===== src/rtl/snowbro2_sdram_pkg.sv =====
// Shared definitions for the snowbro2 SDRAM responder: FSM encoding,
// burst length, refresh hold time and a one-hot decode helper.
// The REFRESH state exists only with SNOWBRO2_SDRAM_REFRESH_EN defined.
package snowbro2_sdram_pkg;

  localparam int BURST_LEN    = 2;
  localparam int REFRESH_HOLD = 4;

  typedef enum logic [2:0] {
    IDLE   = 3'd0,
    WRITE  = 3'd1,
    WGUARD = 3'd2,
    RD0    = 3'd3,
    RD1    = 3'd4,
    RWAIT  = 3'd5
`ifdef SNOWBRO2_SDRAM_REFRESH_EN
    , REFRESH = 3'd6
`endif
  } state_t;

  // Index of the set bit in a one-hot 4-bit vector (0 when empty).
  function automatic logic [1:0] onehot_to_idx(input logic [3:0] oh);
    logic [1:0] idx;
    idx = 2'd0;
    for (int i = 0; i < 4; i++) begin
      if (oh[i]) idx = i[1:0];
    end
    return idx;
  endfunction

endpackage


===== src/rtl/snowbro2_sdram_resp_if.sv =====
// Request/grant bundle between the responder FSM and the round-robin
// arbiter. Handshake: req is the level of pending bank requests, grant is
// the one-hot winner for the current cycle, and take is asserted in the
// cycle the FSM accepts that grant; the arbiter pointer moves only then.
interface snowbro2_sdram_resp_if;
  logic [3:0] req;
  logic       take;
  logic [3:0] grant;

  modport master (output req, output take, input grant);
  modport slave  (input req, input take, output grant);
endinterface


===== src/rtl/snowbro2_rr_arb4.sv =====
// Four-way round-robin arbiter: searches upward starting after the last
// granted bank; the pointer resets to bank 3 so bank 0 wins first.
module snowbro2_rr_arb4
  import snowbro2_sdram_pkg::*;
(
  input logic                   clk,
  input logic                   rst,
  snowbro2_sdram_resp_if.slave  arb
);

  logic [1:0] last;

  // Combinational one-hot grant, scanning last+1 .. last+4.
  always_comb begin
    logic [1:0] idx;
    logic       found;
    arb.grant = 4'b0000;
    found     = 1'b0;
    idx       = 2'd0;
    for (int i = 1; i <= 4; i++) begin
      idx = last + i[1:0];
      if (!found && arb.req[idx]) begin
        arb.grant[idx] = 1'b1;
        found          = 1'b1;
      end
    end
  end

  // Pointer follows the accepted grant.
  always_ff @(posedge clk or posedge rst) begin
    if (rst) last <= 2'd3;
    else if (arb.take) last <= onehot_to_idx(arb.grant);
  end

endmodule


===== src/rtl/snowbro2_sdram_resp.sv =====
// snowbro2 SDRAM responder: one loader write port and four banked burst
// readers (2-word bursts) sharing a single backing memory.
// Optional refresh blackouts: define SNOWBRO2_SDRAM_REFRESH_EN.
module snowbro2_sdram_resp
  import snowbro2_sdram_pkg::*;
#(
  parameter int READ_LAT       = 2,
  parameter int REFRESH_PERIOD = 768
) (
  input  logic        CLK,
  input  logic        RESET,
  input  logic        DOWNLOADING,
  input  logic [21:0] PROG_ADDR,
  input  logic [15:0] PROG_DATA,
  input  logic [1:0]  PROG_MASK,
  input  logic [1:0]  PROG_BA,
  input  logic        PROG_WE,
  output logic        PROG_RDY,
  input  logic [21:0] BA0_ADDR,
  input  logic [21:0] BA1_ADDR,
  input  logic [21:0] BA2_ADDR,
  input  logic [21:0] BA3_ADDR,
  input  logic [3:0]  BA_RD,
  output logic [3:0]  BA_ACK,
  output logic [3:0]  BA_DST,
  output logic [3:0]  BA_DOK,
  output logic [3:0]  BA_RDY,
  output logic [15:0] DATA_READ,
  output logic [23:0] MEM_ADDR,
  output logic        MEM_RD,
  output logic        MEM_WR,
  output logic [15:0] MEM_WDATA,
  output logic [1:0]  MEM_WMASK,
  input  logic [15:0] MEM_RDATA
);

  if (READ_LAT < 1 || READ_LAT > 4 || REFRESH_PERIOD < 2) begin : g_bad_param
    $error("snowbro2_sdram_resp: parameter out of range");
  end

  state_t state, state_nx;
  logic        grant_fire;
  logic        rd_allowed;
  logic [1:0]  rd_bank;
  logic [21:0] rd_addr;
  logic [3:0]  bank_oh;
  logic [BURST_LEN-1:0] launch;
  logic [BURST_LEN-1:0] tail;
  logic [READ_LAT:0][BURST_LEN-1:0] word_pipe;

  snowbro2_sdram_resp_if arb_bus ();

  assign arb_bus.req  = BA_RD;
  assign arb_bus.take = grant_fire;

  snowbro2_rr_arb4 u_arb (
    .clk (CLK),
    .rst (RESET),
    .arb (arb_bus.slave)
  );

  // A loader write always beats a read while a download is active.
  assign rd_allowed = !(DOWNLOADING && PROG_WE);

`ifdef SNOWBRO2_SDRAM_REFRESH_EN
  localparam int REF_W  = $clog2(REFRESH_PERIOD);
  localparam int HOLD_W = $clog2(REFRESH_HOLD);
  logic [REF_W-1:0]  ref_cnt;
  logic [HOLD_W-1:0] hold_cnt;
  logic              refresh_pend;
  logic              ref_wrap;

  assign ref_wrap = (ref_cnt == REF_W'(REFRESH_PERIOD - 1));

  // Free-running period counter; a single sticky request, never queued.
  always_ff @(posedge CLK or posedge RESET) begin
    if (RESET) begin
      ref_cnt      <= '0;
      refresh_pend <= 1'b0;
    end else begin
      ref_cnt <= ref_wrap ? '0 : ref_cnt + 1'b1;
      if (ref_wrap) refresh_pend <= 1'b1;
      else if (state == IDLE && state_nx == REFRESH) refresh_pend <= 1'b0;
    end
  end

  // Counts cycles spent in the REFRESH blackout.
  always_ff @(posedge CLK or posedge RESET) begin
    if (RESET) hold_cnt <= '0;
    else if (state == REFRESH) hold_cnt <= hold_cnt + 1'b1;
    else hold_cnt <= '0;
  end
`endif

  // State register.
  always_ff @(posedge CLK or posedge RESET) begin
    if (RESET) state <= IDLE;
    else state <= state_nx;
  end

  // Next-state and memory-side outputs.
  always_comb begin
    state_nx   = state;
    grant_fire = 1'b0;
    MEM_RD     = 1'b0;
    MEM_WR     = 1'b0;
    MEM_ADDR   = 24'h0;
    MEM_WDATA  = 16'h0;
    MEM_WMASK  = 2'b00;
    PROG_RDY   = 1'b0;
    case (state)
      IDLE: begin
`ifdef SNOWBRO2_SDRAM_REFRESH_EN
        if (refresh_pend) state_nx = REFRESH;
        else
`endif
        if (PROG_WE) state_nx = WRITE;
        else if (rd_allowed && (|BA_RD) && !RESET) begin
          grant_fire = 1'b1;
          state_nx   = RD0;
        end
      end
      WRITE: begin
        MEM_WR    = 1'b1;
        MEM_ADDR  = {PROG_BA, PROG_ADDR};
        MEM_WDATA = PROG_DATA;
        MEM_WMASK = PROG_MASK;
        PROG_RDY  = 1'b1;
        state_nx  = WGUARD;
      end
      WGUARD: state_nx = IDLE;
      RD0: begin
        MEM_RD   = 1'b1;
        MEM_ADDR = {rd_bank, rd_addr};
        state_nx = RD1;
      end
      RD1: begin
        MEM_RD   = 1'b1;
        MEM_ADDR = {rd_bank, rd_addr + 22'd1};
        state_nx = RWAIT;
      end
      RWAIT: if (tail[BURST_LEN-1]) state_nx = IDLE;
`ifdef SNOWBRO2_SDRAM_REFRESH_EN
      REFRESH: if (hold_cnt == HOLD_W'(REFRESH_HOLD - 1)) state_nx = IDLE;
`endif
      default: state_nx = IDLE;
    endcase
  end

  // Latch the winning bank and its address on the grant cycle.
  always_ff @(posedge CLK or posedge RESET) begin
    if (RESET) begin
      rd_bank <= 2'd0;
      rd_addr <= 22'h0;
    end else if (grant_fire) begin
      rd_bank <= onehot_to_idx(arb_bus.grant);
      case (onehot_to_idx(arb_bus.grant))
        2'd0:    rd_addr <= BA0_ADDR;
        2'd1:    rd_addr <= BA1_ADDR;
        2'd2:    rd_addr <= BA2_ADDR;
        default: rd_addr <= BA3_ADDR;
      endcase
    end
  end

  // Word-tag pipeline: tags leave READ_LAT+1 cycles after RD0/RD1, matching
  // memory latency plus the DATA_READ register.
  assign launch = {state == RD1, state == RD0};
  assign tail   = word_pipe[READ_LAT];

  always_ff @(posedge CLK or posedge RESET) begin
    if (RESET) begin
      word_pipe <= '0;
      DATA_READ <= 16'h0;
    end else begin
      word_pipe <= {word_pipe[READ_LAT-1:0], launch};
      DATA_READ <= MEM_RDATA;
    end
  end

  assign bank_oh = 4'b0001 << rd_bank;
  assign BA_ACK  = grant_fire ? arb_bus.grant : 4'b0000;
  assign BA_DST  = tail[0] ? bank_oh : 4'b0000;
  assign BA_DOK  = (|tail) ? bank_oh : 4'b0000;
  assign BA_RDY  = tail[BURST_LEN-1] ? bank_oh : 4'b0000;

endmodule


===== config.mk =====
export PLATFORM = sky130hd
export DESIGN_NAME = snowbro2_sdram_resp
export DESIGN_NICKNAME = d
export VERILOG_FILES = /design/src/rtl/snowbro2_sdram_pkg.sv /design/src/rtl/snowbro2_sdram_resp_if.sv /design/src/rtl/snowbro2_rr_arb4.sv /design/src/rtl/snowbro2_sdram_resp.sv
export SDC_FILE = /design/constraint.sdc
export NUM_CORES = 1
export LEC_CHECK = 0
export ABC_AREA = 1
export BUFFER_PORTS_ARGS = -buffer_cell sky130_fd_sc_hd__buf_4
export CAP_MARGIN = 5
export CORE_UTILIZATION = 48
export DETAILED_ROUTE_END_ITERATION = 7
export PLACE_DENSITY = 0.95
export RECOVER_POWER = 25
export SYNTH_ARGS = -nofsm -noshare
export SYNTH_HDL_FRONTEND = slang
export SYNTH_SLANG_ARGS = --single-unit

===== constraint.sdc =====
create_clock -name CLK -period 3.5 [get_ports CLK]
set_input_delay 0.175 -clock CLK [delete_from_list [all_inputs] [get_ports CLK]]
set_output_delay 0.175 -clock CLK [all_outputs]
set_load 0.05 [all_outputs]

==> results of run 1 <==
cell usage in the layout, fill, tap and decap left out, types with 16 or more instances in the layout:
| cell type | instances |
|---|---|
| sky130_fd_sc_hd__dlygate4sd3_1 | 16 |
| sky130_fd_sc_hd__inv_1 | 66 |
| sky130_fd_sc_hd__o21ai_0 | 19 |
| sky130_fd_sc_hd__a21oi_1 | 26 |
| sky130_fd_sc_hd__a22oi_1 | 17 |
| sky130_fd_sc_hd__clkbuf_4 | 16 |
| sky130_fd_sc_hd__nand3_1 | 81 |
| sky130_fd_sc_hd__dfrtp_1 | 49 |
| sky130_fd_sc_hd__buf_4 | 218 |
| sky130_fd_sc_hd__nand2_1 | 168 |
| sky130_fd_sc_hd__nor2_1 | 99 |
worst max-delay path by stage:
stage / slack [ps] / end / start / cells past startpoint
floorplan: 440 / MEM_ADDR[6] / state[0]$_DFFE_PP0P_ / 5
global placement: 710 / rd_addr[20]$_DFFE_PP0P_ / u_arb.last[0]$_DFFE_PP1P_ / 15
detailed placement: 570 / rd_addr[14]$_DFFE_PP0P_ / u_arb.last[1]$_DFFE_PP1P_ / 14
CTS: 340 / BA_ACK[1] / u_arb.last[0]$_DFFE_PP1P_ / 13
global route: 70 / BA_ACK[1] / u_arb.last[0]$_DFFE_PP1P_ / 13
finish: 270 / BA_ACK[1] / u_arb.last[0]$_DFFE_PP1P_ / 13
stage by stage:
| stage | utilization, % | power (uW) | instances |
|---|---|---|---|
| 2_1_floorplan | - | 4170 | 612 |
| 3_3_place_gp | 72.4 | 4980 | 922 |
| 3_5_place_dp | 72.4 | 5110 | 922 |
| 4_1_cts | 75.7 | 5500 | 946 |
| 5_1_grt | 75.7 | 5980 | 946 |
| 6_report | 75.7 | 5610 | 946 |
cells by family (layout without fill, tap and decap cells):
family	after synthesis	after routing	synth area share [%]
compound gates	71	71	10.9
simple gates	381	381	42.7
xor+xnor	2	2	0.449
flops	51	51	32.7
buf+inv	99	331	10.7
fa+ha+maj	8	8	2.56
layout make-up:
class / count / area share (%)
multi-input cells: 462 / 37.5
clock inverters: 3 / 0.487
inverters: 72 / 4.57
clock buffers: 5 / 1.16
repair buffers: 251 / 32.5
well taps: 102 / 2.16
flip-flops and latches: 51 / 21.6
report_power, final:
| group | switching [uW] | internal, uW | total (uW) | leakage, uW |
|---|---|---|---|---|
| clock network | 230 | 149 | 379 | 0.0000502 |
| registers | 265 | 771 | 1040 | 0.000633 |
| logic | 2900 | 1300 | 4200 | 0.00262 |
| total | 3390 | 2220 | 5610 | 0.00331 |
sequential cells by signal, indices dropped and copies added, names as in the netlist:
signal,cells
DATA_READ,16
rd_addr,22
rd_bank,2
state,3
tail,2
u_arb.last,2
word_pipe,4
per-layer routing:
layer  routed length (um)  share of wire [%]
met5                    0                  0
met4                  660                4.4
met3                 1380                9.2
met2                 7390                 49
met1                 5560                 37
worst register-to-register path: cells and delay by family (launching register included):
family,cells,cell delay (ps)
DFF,1,640
buffers and inverters,3,270
and+or+nand+nor,10,1730
adders and majority gates,1,350
==> metrics.csv, run 1 <==
stage,metric,value,unit
layout,cell area after layout,0.00591,mm2
placed_design,Place WS,568,ps
grt,most used routing layer,met2,
critical_path,Worst path most repeated cell,sky130_fd_sc_hd__inv_1,
critical_path,total buffers and inverters traversed by the critical path,6,
synth,async set-or-reset flop fraction in the synthesized netlist,100,%
critical_path,ordered list of cells on the worst path,"inv_2, ha_1, inv_1, nand3_2, nand2_2, inv_2, nand2_1, nand2_1, inv_1, nand3_2, inv_1, nor2_1, buf_4",
synth,per-instance average area after synthesis,6.38,um2
clock_tree,clock-pin slew reported for the worst setup and hold paths after clock tree synthesis,110,ps
placed_design,Final GP Congestion,0.973,
die,die extent in x,92.2,um
power,standby leakage power,0.00331,uW
placed_design,detailed-placement wirelength estimate,10900,um
clock_tree,number of instances resized during post-cts repair,0,
critical_path,required time at the worst-slack endpoint,3320,ps
layout,area of all sequential standard cells,0.00128,mm2
grt,first-pass GRT wire length,23400,um
grt,number of antenna violations at the first check in global routing,0,
sta,unrepaired setup endpoints after global routing,no,
synth,number of distinct library cell variants in the gate-level netlist after synthesis,37,
synth,Post-synth top flop,sky130_fd_sc_hd__dfrtp_1,
drt,Vias per Instance,5.51,
drt,Final Routed Wirelength,15000,um
critical_path,kind of start point of the critical path,flop,
placed_design,# port buffers,230,
clock_tree,clk_lat worst skew,320,ps
run_status,violations in the final reports,"capacitance limit, slew limit",
sta,Worst Tran Pin Value,1950,ps
critical_path,critical path arrival,3050,ps
critical_path,Register-to-Register Setup Slack,450,ps
die,# IOs,231,
critical_path,reg-to-reg critical path endpoint,rd_addr[14]$_DFFE_PP0P_,
sta,clock skew,12.2,ps
sta,setup total negative slack,0,ps
clock_tree,clock tree from TritonCTS,yes,
grt,grt ovf,0,
drt,total DRC errors in the routed layout,0,
sta,least setup slack across all paths after layout,274,ps
synth,combined area of all synthesized cells,0.00391,mm2
drt,drt wl/cell,15.8,um
sta,worst hold margin,159,ps
synth,synth top area cells,"sky130_fd_sc_hd__dfrtp_1 (31%), sky130_fd_sc_hd__nand2_1 (16%), sky130_fd_sc_hd__nand3_1 (10%), sky130_fd_sc_hd__nor2_1 (9.6%), sky130_fd_sc_hd__inv_1 (6.3%)",
layout,area used by multi-input combinational logic,0.00221,mm2
hold_path,path type of the worst min-delay path,input port to flop,
critical_path,top cell family by delay on the critical path,buffers and inverters,
drt,number of violations reported at the end of detailed-routing iteration 0,389,
die,die boundary height,92.2,um
critical_path,CP max FO,23,
hold_path,number of cells traversed by the worst hold path,5,
grt,GRT met2 Usage,60.5,%
clock_tree,root buffer cell,sky130_fd_sc_hd__clkbuf_8,
die,Die Outline Area,0.00850,mm2
synth,leading area contributor after synthesis,sky130_fd_sc_hd__dfrtp_1,
grt,global router's overall resource usage,35.0,%
sta,"Slew Viols, Final",52,
sta,highest achievable clock rate,310,MHz
grt,met3 demand-to-capacity share in global routing,6.38,%
synth,synthesized netlist net count,774,
die,Placeable Area,0.00781,mm2
sta,Final setup violation count,0,
synth,Ys Warns,0,
drt,iteration count of the initial detailed-routing pass,5,
critical_path,number of cells on the worst reg-to-reg path,14,
sta,fin crit period,3230,ps
power,total power per unit cell area,950,mW/mm2
layout,layout net count,1005,
clock_tree,CTS Hold Bufs,16,
clock_tree,htree depth,2,
drt,count of nets left with antenna violations after detail routing,0,
critical_path,"slowest stage cell, crit path",sky130_fd_sc_hd__dfstp_2,
layout,share of layout cells above drive strength 1,31.6,%
sta,relative slew slack,-30.4,%
hold_path,Worst Min Path Start,BA1_ADDR[3],
grt,met1 Usage GRT,41.1,%
run_status,result of the run,"finished, violations left",
sta,final period utilization,92.2,%
synth,commonest cells in the synthesized netlist,"sky130_fd_sc_hd__nand2_1 (168), sky130_fd_sc_hd__nor2_1 (100), sky130_fd_sc_hd__nand3_1 (81)",
die,standard-cell rows,32,
layout,fill cell total of the finished layout,572,
synth,most frequently used cell type in the post-synthesis netlist,sky130_fd_sc_hd__nand2_1,
critical_path,type of the worst setup path,flop to primary output,
synth,post-synthesis sequential area ratio,32.7,%
sta,Hold Fails Final Rpt,0,
layout,area growth from synthesis to layout,51.2,%
clock_tree,number of clock sinks,51,
critical_path,Max stage delay on crit path,640,ps
die,starting density of the core,50.0,%
hold_path,endpoint of the worst hold-timing path,rd_addr[3]$_DFFE_PP0P_,
synth,share of Yosys cell area claimed by the top area cell type,31.4,%
synth,number of instances in the synthesized netlist,612,
grt,number of global-route vias before repair,5052,
critical_path,launch instance of the worst register-to-register path,u_arb.last[0]$_DFFE_PP1P_,
grt,largest net degree at the start of global routing,52,
critical_path,sort of element at the end of the critical path,primary output,
placed_design,instance area at placement,0.00565,mm2
clock_tree,buffer depth of the longest clock path,2,
drt,total vias in the final route,5209,
clock_tree,Setup Buffers After CTS,0,
power,Max VDD drop,0.521,mV
synth,count of flip-flops with a built-in enable after synthesis,0,
clock_tree,number of buffers added by the clock tree synthesis step,5,
run,Max-cap violations,1,
layout,Inserted Diodes,0,
synth,number of synthesized register bits,51,
Power figures use the tool's default switching activity.
==> run 2, diff against run 1 <==
--- a/config.mk
+++ b/config.mk
@@ -5,10 +5,9 @@
 export SDC_FILE = /design/constraint.sdc
 export NUM_CORES = 1
 export LEC_CHECK = 0
-export ABC_AREA = 1
 export BUFFER_PORTS_ARGS = -buffer_cell sky130_fd_sc_hd__buf_4
 export CAP_MARGIN = 5
-export CORE_UTILIZATION = 48
+export CORE_UTILIZATION = 47
 export DETAILED_ROUTE_END_ITERATION = 7
 export PLACE_DENSITY = 0.95
 export RECOVER_POWER = 25
==> metrics.csv, run 2 <==
stage,metric,value,unit,change
run_status,result of the run,"finished, final reports clean",,
grt,global router's overall resource usage,33.2,%,-1.8 points
grt,number of antenna violations at the first check in global routing,0,,unchanged
synth,synth top area cells,"sky130_fd_sc_hd__dfrtp_1 (34%), sky130_fd_sc_hd__a221oi_1 (5.8%), sky130_fd_sc_hd__and3_1 (4.7%), sky130_fd_sc_hd__nand3_1 (4.3%), sky130_fd_sc_hd__mux2i_1 (4.1%)",,
placed_design,Final GP Congestion,0.878,,-9.8%
drt,total vias in the final route,4518,,-13%
drt,count of nets left with antenna violations after detail routing,0,,unchanged
synth,number of distinct library cell variants in the gate-level netlist after synthesis,50,,+35%
drt,Vias per Instance,5.98,,+8.7%
synth,combined area of all synthesized cells,0.00362,mm2,-7.3%
die,die extent in x,89.8,um,-2.6%
power,standby leakage power,0.00275,uW,-17%
grt,first-pass GRT wire length,21500,um,-8.1%
critical_path,sort of element at the end of the critical path,flop,,
clock_tree,buffer depth of the longest clock path,2,,unchanged
sta,setup total negative slack,0,ps,unchanged
die,Placeable Area,0.00737,mm2,-5.6%
grt,grt ovf,0,,unchanged
power,total power per unit cell area,915,mW/mm2,-3.7%
drt,number of violations reported at the end of detailed-routing iteration 0,332,,-15%
clock_tree,number of buffers added by the clock tree synthesis step,5,,unchanged
sta,highest achievable clock rate,297,MHz,-4.1%
drt,iteration count of the initial detailed-routing pass,5,,unchanged
sta,Worst Tran Pin Value,881,ps,-1070 ps
synth,per-instance average area after synthesis,8.60,um2,+35%
drt,Final Routed Wirelength,14000,um,-6.8%
critical_path,critical path arrival,3570,ps,+520 ps
sta,least setup slack across all paths after layout,134,ps,-140 ps
hold_path,path type of the worst min-delay path,input port to flop,,
drt,drt wl/cell,18.5,um,+17%
sta,clock skew,11.2,ps,-0.915 ps
critical_path,ordered list of cells on the worst path,"inv_1, ha_1, mux4_2, or2_4, or3_4, a211oi_4, buf_4, nand3_1, a211oi_1",,
critical_path,"slowest stage cell, crit path",sky130_fd_sc_hd__dfstp_2,,
clock_tree,Setup Buffers After CTS,0,,unchanged
synth,synthesized netlist net count,583,,-25%
sta,relative slew slack,41.3,%,+72 points
power,Max VDD drop,0.659,mV,+27%
die,die boundary height,89.8,um,-2.6%
clock_tree,clock-pin slew reported for the worst setup and hold paths after clock tree synthesis,100,ps,about the same
clock_tree,number of clock sinks,51,,unchanged
critical_path,required time at the worst-slack endpoint,3710,ps,+390 ps
synth,number of synthesized register bits,51,,unchanged
layout,Top reg by flops,rd_addr,,
critical_path,total buffers and inverters traversed by the critical path,2,,-4
clock_tree,clock tree from TritonCTS,yes,,
sta,fin crit period,3370,ps,+140 ps
grt,largest net degree at the start of global routing,44,,-15%
synth,post-synthesis sequential area ratio,35.3,%,+2.6 points
placed_design,# port buffers,229,,-0.43%
synth,most frequently used cell type in the post-synthesis netlist,sky130_fd_sc_hd__dfrtp_1,,
layout,most frequent cells in the layout,"sky130_fd_sc_hd__buf_4 (210), sky130_fd_sc_hd__dfrtp_1 (49), sky130_fd_sc_hd__nand2_1 (37), sky130_fd_sc_hd__nand3_1 (31), sky130_fd_sc_hd__nor2_1 (30)",,
synth,Post-synth top flop,sky130_fd_sc_hd__dfrtp_1,,
synth,leading area contributor after synthesis,sky130_fd_sc_hd__dfrtp_1,,
die,Die Outline Area,0.00806,mm2,-5.2%
clock_tree,htree depth,2,,unchanged
layout,share of layout cells above drive strength 1,39.0,%,+7.4 points
sta,final period utilization,96.2,%,+4.0 points
drt,total DRC errors in the routed layout,0,,unchanged
synth,commonest cells in the synthesized netlist,"sky130_fd_sc_hd__dfrtp_1 (49), sky130_fd_sc_hd__nand2_1 (37), sky130_fd_sc_hd__nand3_1 (31), sky130_fd_sc_hd__nor2_1 (31), sky130_fd_sc_hd__and3_1 (27)",,
critical_path,CP max FO,9,,-61%
layout,area growth from synthesis to layout,56.0,%,
critical_path,Max stage delay on crit path,630,ps,about the same
clock_tree,root buffer cell,sky130_fd_sc_hd__clkbuf_8,,
sta,unrepaired setup endpoints after global routing,no,,
sta,Final setup violation count,0,,unchanged
synth,number of instances in the synthesized netlist,421,,-31%
layout,number of flip-flops under the largest register name,22,,unchanged
critical_path,type of the worst setup path,flop to flop,,
critical_path,kind of start point of the critical path,flop,,
synth,count of flip-flops with a built-in enable after synthesis,0,,unchanged
die,standard-cell rows,31,,-3.1%
placed_design,detailed-placement wirelength estimate,10400,um,-4.6%
layout,"commonest non-fill, non-tap cell in the layout",sky130_fd_sc_hd__buf_4,,
synth,Ys Warns,0,,unchanged
clock_tree,clk_lat worst skew,310,ps,about the same
die,starting density of the core,49.2,%,-0.88 points
synth,share of Yosys cell area claimed by the top area cell type,33.9,%,+2.5 points
layout,largest registers,"rd_addr x22, DATA_READ x16, word_pipe x4",,
layout,Inserted Diodes,0,,unchanged
grt,number of global-route vias before repair,4393,,-13%
layout,layout net count,817,,-19%
power,Final Power,5170,uW,-7.8%
layout,fill cell total of the finished layout,548,,-4.2%
run,Max-cap violations,0,,-1
sta,Hold Fails Final Rpt,0,,unchanged
die,# IOs,231,,unchanged
placed_design,Place WS,204,ps,-365 ps
sta,"Slew Viols, Final",0,,-100%
critical_path,top cell family by delay on the critical path,simple AND/OR/NAND/NOR gates,,
synth,async set-or-reset flop fraction in the synthesized netlist,100,%,unchanged
==> run 2: area by class of cell <==
| type | count | area (um2) | share of cell area (%) |
|---|---|---|---|
| Sequential cell | 51 | 1280 | 22.6 |
| Timing Repair Buffer | 260 | 1950 | 34.4 |
| Multi-Input combinational cell | 327 | 2170 | 38.4 |
| Clock inverter | 3 | 27.5 | 0.487 |
| Inverter | 10 | 37.5 | 0.664 |
| Clock buffer | 5 | 68.8 | 1.22 |
| Tap cell | 99 | 124 | 2.19 |
==> run 2: cell families (layout without fill, tap and decap cells) <==
logic type | count (synthesis) | after routing | synth area share (%)
buf+inv | 43 | 278 | 5.22
xor+xnor | 12 | 12 | 2.90
compound gates | 107 | 107 | 21.1
simple gates | 179 | 179 | 25.4
flops | 51 | 51 | 35.3
mux | 21 | 21 | 7.25
fa+ha+maj | 8 | 8 | 2.76
==> run 2: tightest hold or removal path, stage by stage <==
cell                       delay [ps]
sky130_fd_sc_hd__buf_4            110
sky130_fd_sc_hd__nand3_1           50
sky130_fd_sc_hd__a211oi_1          60
==> run 2: layer usage <==
metal / track usage [%] / part of all wire [%] / up-vias
met5: 0 / 0 / -
met4: 9.84 / 2.5 / 0
met3: 5.67 / 8.1 / 38
met2: 60.4 / 53 / 294
met1: 39.8 / 37 / 2142
li1: - / - / 2044
==> run 2: worst paths after layout <==
path	from	end	slack, ps	cells after the start
setup / recovery	u_arb.last[1]$_DFFE_PP1P_	rd_addr[2]$_DFFE_PP0P_	130	9
hold / removal	BA1_ADDR[21]	rd_addr[21]$_DFFE_PP0P_	120	3
hold reg to reg	word_pipe[3]$_DFF_PP0_	tail[1]$_DFF_PP0_	360	0
setup reg to reg	u_arb.last[1]$_DFFE_PP1P_	rd_addr[2]$_DFFE_PP0P_	130	9
min in group asynchronous	RESET	rd_addr[15]$_DFFE_PP0P_	460	3
max in group asynchronous	RESET	u_arb.last[1]$_DFFE_PP1P_	2130	4
==> run 2: timing repair <==
| action | CTS | global route |
|---|---|---|
| gates resized for setup | 1 | 1 |
| setup endpoints to repair | 1 | 1 |
| hold endpoints to repair | 25 | 0 |
| hold buffers | 17 | 0 |
==> run 2: report_power, final <==
part | total (uW) | leakage [uW] | internal, uW | switching (uW)
logic | 3710 | 0.00209 | 1300 | 2410
registers | 1100 | 0.000610 | 790 | 311
clock network | 364 | 0.0000463 | 147 | 217
==> run 2: stage by stage <==
step	hold slack (ps)	util, %	cells	instance area [um2]
2_1_floorplan	206	-	421	3620
5_1_grt	134	76.7	755	5650
3_5_place_dp	127	73.9	730	5440
6_report	122	76.7	755	5650
3_3_place_gp	128	73.9	730	5440
4_1_cts	120	77.5	755	5710
==> run 3, diff against run 2 <==
--- a/config.mk
+++ b/config.mk
@@ -5,12 +5,15 @@
 export SDC_FILE = /design/constraint.sdc
 export NUM_CORES = 1
 export LEC_CHECK = 0
-export BUFFER_PORTS_ARGS = -buffer_cell sky130_fd_sc_hd__buf_4
+export BUFFER_PORTS_ARGS = -buffer_cell sky130_fd_sc_hd__buf_2
 export CAP_MARGIN = 5
-export CORE_UTILIZATION = 47
+export CELL_PAD_IN_SITES_DETAIL_PLACEMENT = 0
+export CELL_PAD_IN_SITES_GLOBAL_PLACEMENT = 2
+export CORE_UTILIZATION = 24
 export DETAILED_ROUTE_END_ITERATION = 7
 export PLACE_DENSITY = 0.95
 export RECOVER_POWER = 25
+export SETUP_SLACK_MARGIN = 0.2
 export SYNTH_ARGS = -nofsm -noshare
 export SYNTH_HDL_FRONTEND = slang
 export SYNTH_SLANG_ARGS = --single-unit
==> metrics.csv, run 3 (same netlist as run 2, synthesis figures left out) <==
stage,metric,value,unit,change
drt,total met3 wirelength after detailed routing,942,um,-17%
sta,unrepaired setup endpoints after global routing,yes,,
clock_tree,buffer depth of the longest clock path,2,,unchanged
layout,share of layout cells above drive strength 1,42.3,%,+3.3 points
grt,largest net degree at the start of global routing,31,,-30%
grt,first-pass GRT wire length,23200,um,+7.8%
die,standard-cell rows,44,,+42%
layout,most frequent cells in the layout,"sky130_fd_sc_hd__buf_2 (229), sky130_fd_sc_hd__dfrtp_1 (49), sky130_fd_sc_hd__nand2_1 (37), sky130_fd_sc_hd__nand3_1 (31), sky130_fd_sc_hd__nor2_1 (30)",,
drt,top sig layer,met4,,
layout,"commonest non-fill, non-tap cell in the layout",sky130_fd_sc_hd__buf_2,,
clock_tree,root buffer cell,sky130_fd_sc_hd__clkbuf_16,,
layout,area of all sequential standard cells,0.00128,mm2,unchanged
power,Max VDD drop,0.338,mV,-49%
drt,number of violations reported at the end of detailed-routing iteration 0,261,,-21%
grt,grt ovf,0,,unchanged
placed_design,detailed-placement wirelength estimate,11700,um,+13%
critical_path,required time at the worst-slack endpoint,3320,ps,-390 ps
grt,number of antenna violations at the first check in global routing,0,,unchanged
layout,Inserted Diodes,0,,unchanged
layout,core occupancy in the finished layout,36.8,%,-40 points
layout,number of flip-flops under the largest register name,22,,unchanged
hold_path,path type of the worst min-delay path,input port to flop,,
die,die boundary height,125,um,+39%
layout,fill cell total of the finished layout,1557,,+180%
run_status,result of the run,"finished, violations left",,
drt,iteration count of the initial detailed-routing pass,6,,+1
sta,relative slew slack,29.9,%,-11 points
grt,number of global-route vias before repair,4221,,-3.9%
critical_path,kind of start point of the critical path,flop,,
clock_tree,clock-pin slew reported for the worst setup and hold paths after clock tree synthesis,70,ps,-30 ps
sta,highest achievable clock rate,314,MHz,+5.6%
die,die extent in x,125,um,+39%
drt,Vias per Instance,5.08,,-15%
sta,final period utilization,91.1,%,-5.1 points
clock_tree,htree depth,2,,unchanged
layout,layout net count,823,,+0.73%
critical_path,CP max FO,12,,+3
placed_design,Final GP Congestion,0.793,,-9.6%
sta,setup total negative slack,0,ps,unchanged
layout,area used by multi-input combinational logic,0.00220,mm2,+1.6%
die,Die Outline Area,0.0156,mm2,+93%
sta,Final setup violation count,0,,unchanged
layout,area growth from synthesis to layout,48.6,%,
sta,Hold Fails Final Rpt,0,,unchanged
grt,global router's overall resource usage,19.1,%,-14 points
clock_tree,clock tree from TritonCTS,yes,,
sta,"Slew Viols, Final",0,,unchanged
power,total power per unit cell area,978,mW/mm2,+6.9%
placed_design,cell count after placement,818,,+12%
critical_path,sort of element at the end of the critical path,primary output,,
layout,largest registers,"rd_addr x22, DATA_READ x16, word_pipe x4",,
drt,Final Routed Wirelength,15100,um,+8.0%
critical_path,critical path arrival,3010,ps,-560 ps
die,starting density of the core,24.7,%,-24 points
placed_design,# port buffers,229,,unchanged
sta,clock skew,7.29,ps,-3.95 ps
sta,Worst Tran Pin Value,1050,ps,+170 ps
run_status,violations in the final reports,DRC,,
sta,worst hold margin,128,ps,+6.53 ps
die,Placeable Area,0.0146,mm2,+99%
drt,Metal-1 WL,6540,um,+27%
die,# IOs,231,,unchanged
layout,Top reg by flops,rd_addr,,
clock_tree,clk_lat worst skew,300,ps,about the same
run,Max-cap violations,0,,unchanged
critical_path,type of the worst setup path,flop to primary output,,
drt,DR WL met2,7510,um,+2.2%
drt,drt wl/cell,17.8,um,-3.6%
layout,fin cells,846,,+12%
sta,fin crit period,3190,ps,-178 ps
drt,total vias in the final route,4296,,-4.9%
clock_tree,number of clock sinks,51,,unchanged
drt,count of nets left with antenna violations after detail routing,0,,unchanged
drt,total DRC errors in the routed layout,38,,+38
clock_tree,number of buffers added by the clock tree synthesis step,5,,unchanged
power,standby leakage power,0.00272,uW,-0.95%
-- run 3: cell count changes in the layout (fill, tap and decap cells not counted), moves of 5 or more --
| cell | change |
|---|---|
| sky130_fd_sc_hd__clkbuf_16 | +5 |
| sky130_fd_sc_hd__clkbuf_1 | -16 |
| sky130_fd_sc_hd__buf_2 | +229 |
| sky130_fd_sc_hd__buf_4 | -192 |
| sky130_fd_sc_hd__clkbuf_8 | -5 |
| sky130_fd_sc_hd__clkbuf_4 | -16 |
-- run 3: report_power, final --
| part | internal, uW | switching [uW] | total [uW] |
|---|---|---|---|
| Combinational | 1140 | 2450 | 3590 |
| Sequential | 791 | 308 | 1100 |
| Clock | 340 | 233 | 574 |
| Total | 2270 | 3000 | 5260 |
-- run 3: timing repair --
item,CTS,global route
buffers inserted,1,1
pin swaps,2,0
hold buffers,17,0
gates resized for setup,2,4
hold endpoints to repair,42,0
setup endpoints to repair,5,27
cloned,1,0
-- run 3: worst paths after layout --
check / from / end / slack [ps] / cells past startpoint
max in group asynchronous: RESET / u_arb.last[0]$_DFFE_PP1P_ / 1840 / 4
worst min-delay path: BA1_ADDR[5] / rd_addr[5]$_DFFE_PP0P_ / 130 / 3
worst max register to register: u_arb.last[1]$_DFFE_PP1P_ / rd_addr[19]$_DFFE_PP0P_ / 350 / 10
worst max-delay path: u_arb.last[1]$_DFFE_PP1P_ / BA_ACK[2] / 310 / 8
worst min register to register: word_pipe[1]$_DFF_PP0_ / word_pipe[3]$_DFF_PP0_ / 350 / 0
min in group asynchronous: RESET / DATA_READ[12]$_DFF_PP0_ / 690 / 3
-- run 3: layout make-up --
class                      count  share of cell area (%)
tap                          184                    4.28
clock buffer                   5                    2.32
sequential                    51                    23.8
clock inverter                 3                   0.860
timing repair buffer         265                    27.2
multi-input combinational    328                    40.9
inverter                      10                   0.697
-- run 3: stage by stage --
stage / power, uW / setup WS, ps / instance area, um2
2_1_floorplan: 3610 / 283 / 3620
3_3_place_gp: 4500 / 200 / 4990
3_5_place_dp: 4580 / 138 / 4990
4_1_cts: 5240 / 232 / 5360
5_1_grt: 5600 / 193 / 5380
6_report: 5260 / 313 / 5380
-- run 3: critical path, cell delays in order (launching register included) --
cell	delay, ps
sky130_fd_sc_hd__dfstp_2	630
sky130_fd_sc_hd__inv_1	130
sky130_fd_sc_hd__ha_1	330
sky130_fd_sc_hd__mux4_2	390
sky130_fd_sc_hd__or2_4	290
sky130_fd_sc_hd__a311oi_4	280
sky130_fd_sc_hd__or2_4	260
sky130_fd_sc_hd__and2_1	140
sky130_fd_sc_hd__buf_2	260
-- run 3: routing by layer --
metal / vias to the layer above / global-route usage [%]
met4: 0 / 3.66
met5: - / 0
met1: 2049 / 24.7
li1: 2056 / -
met2: 185 / 33.8
met3: 6 / 2.62
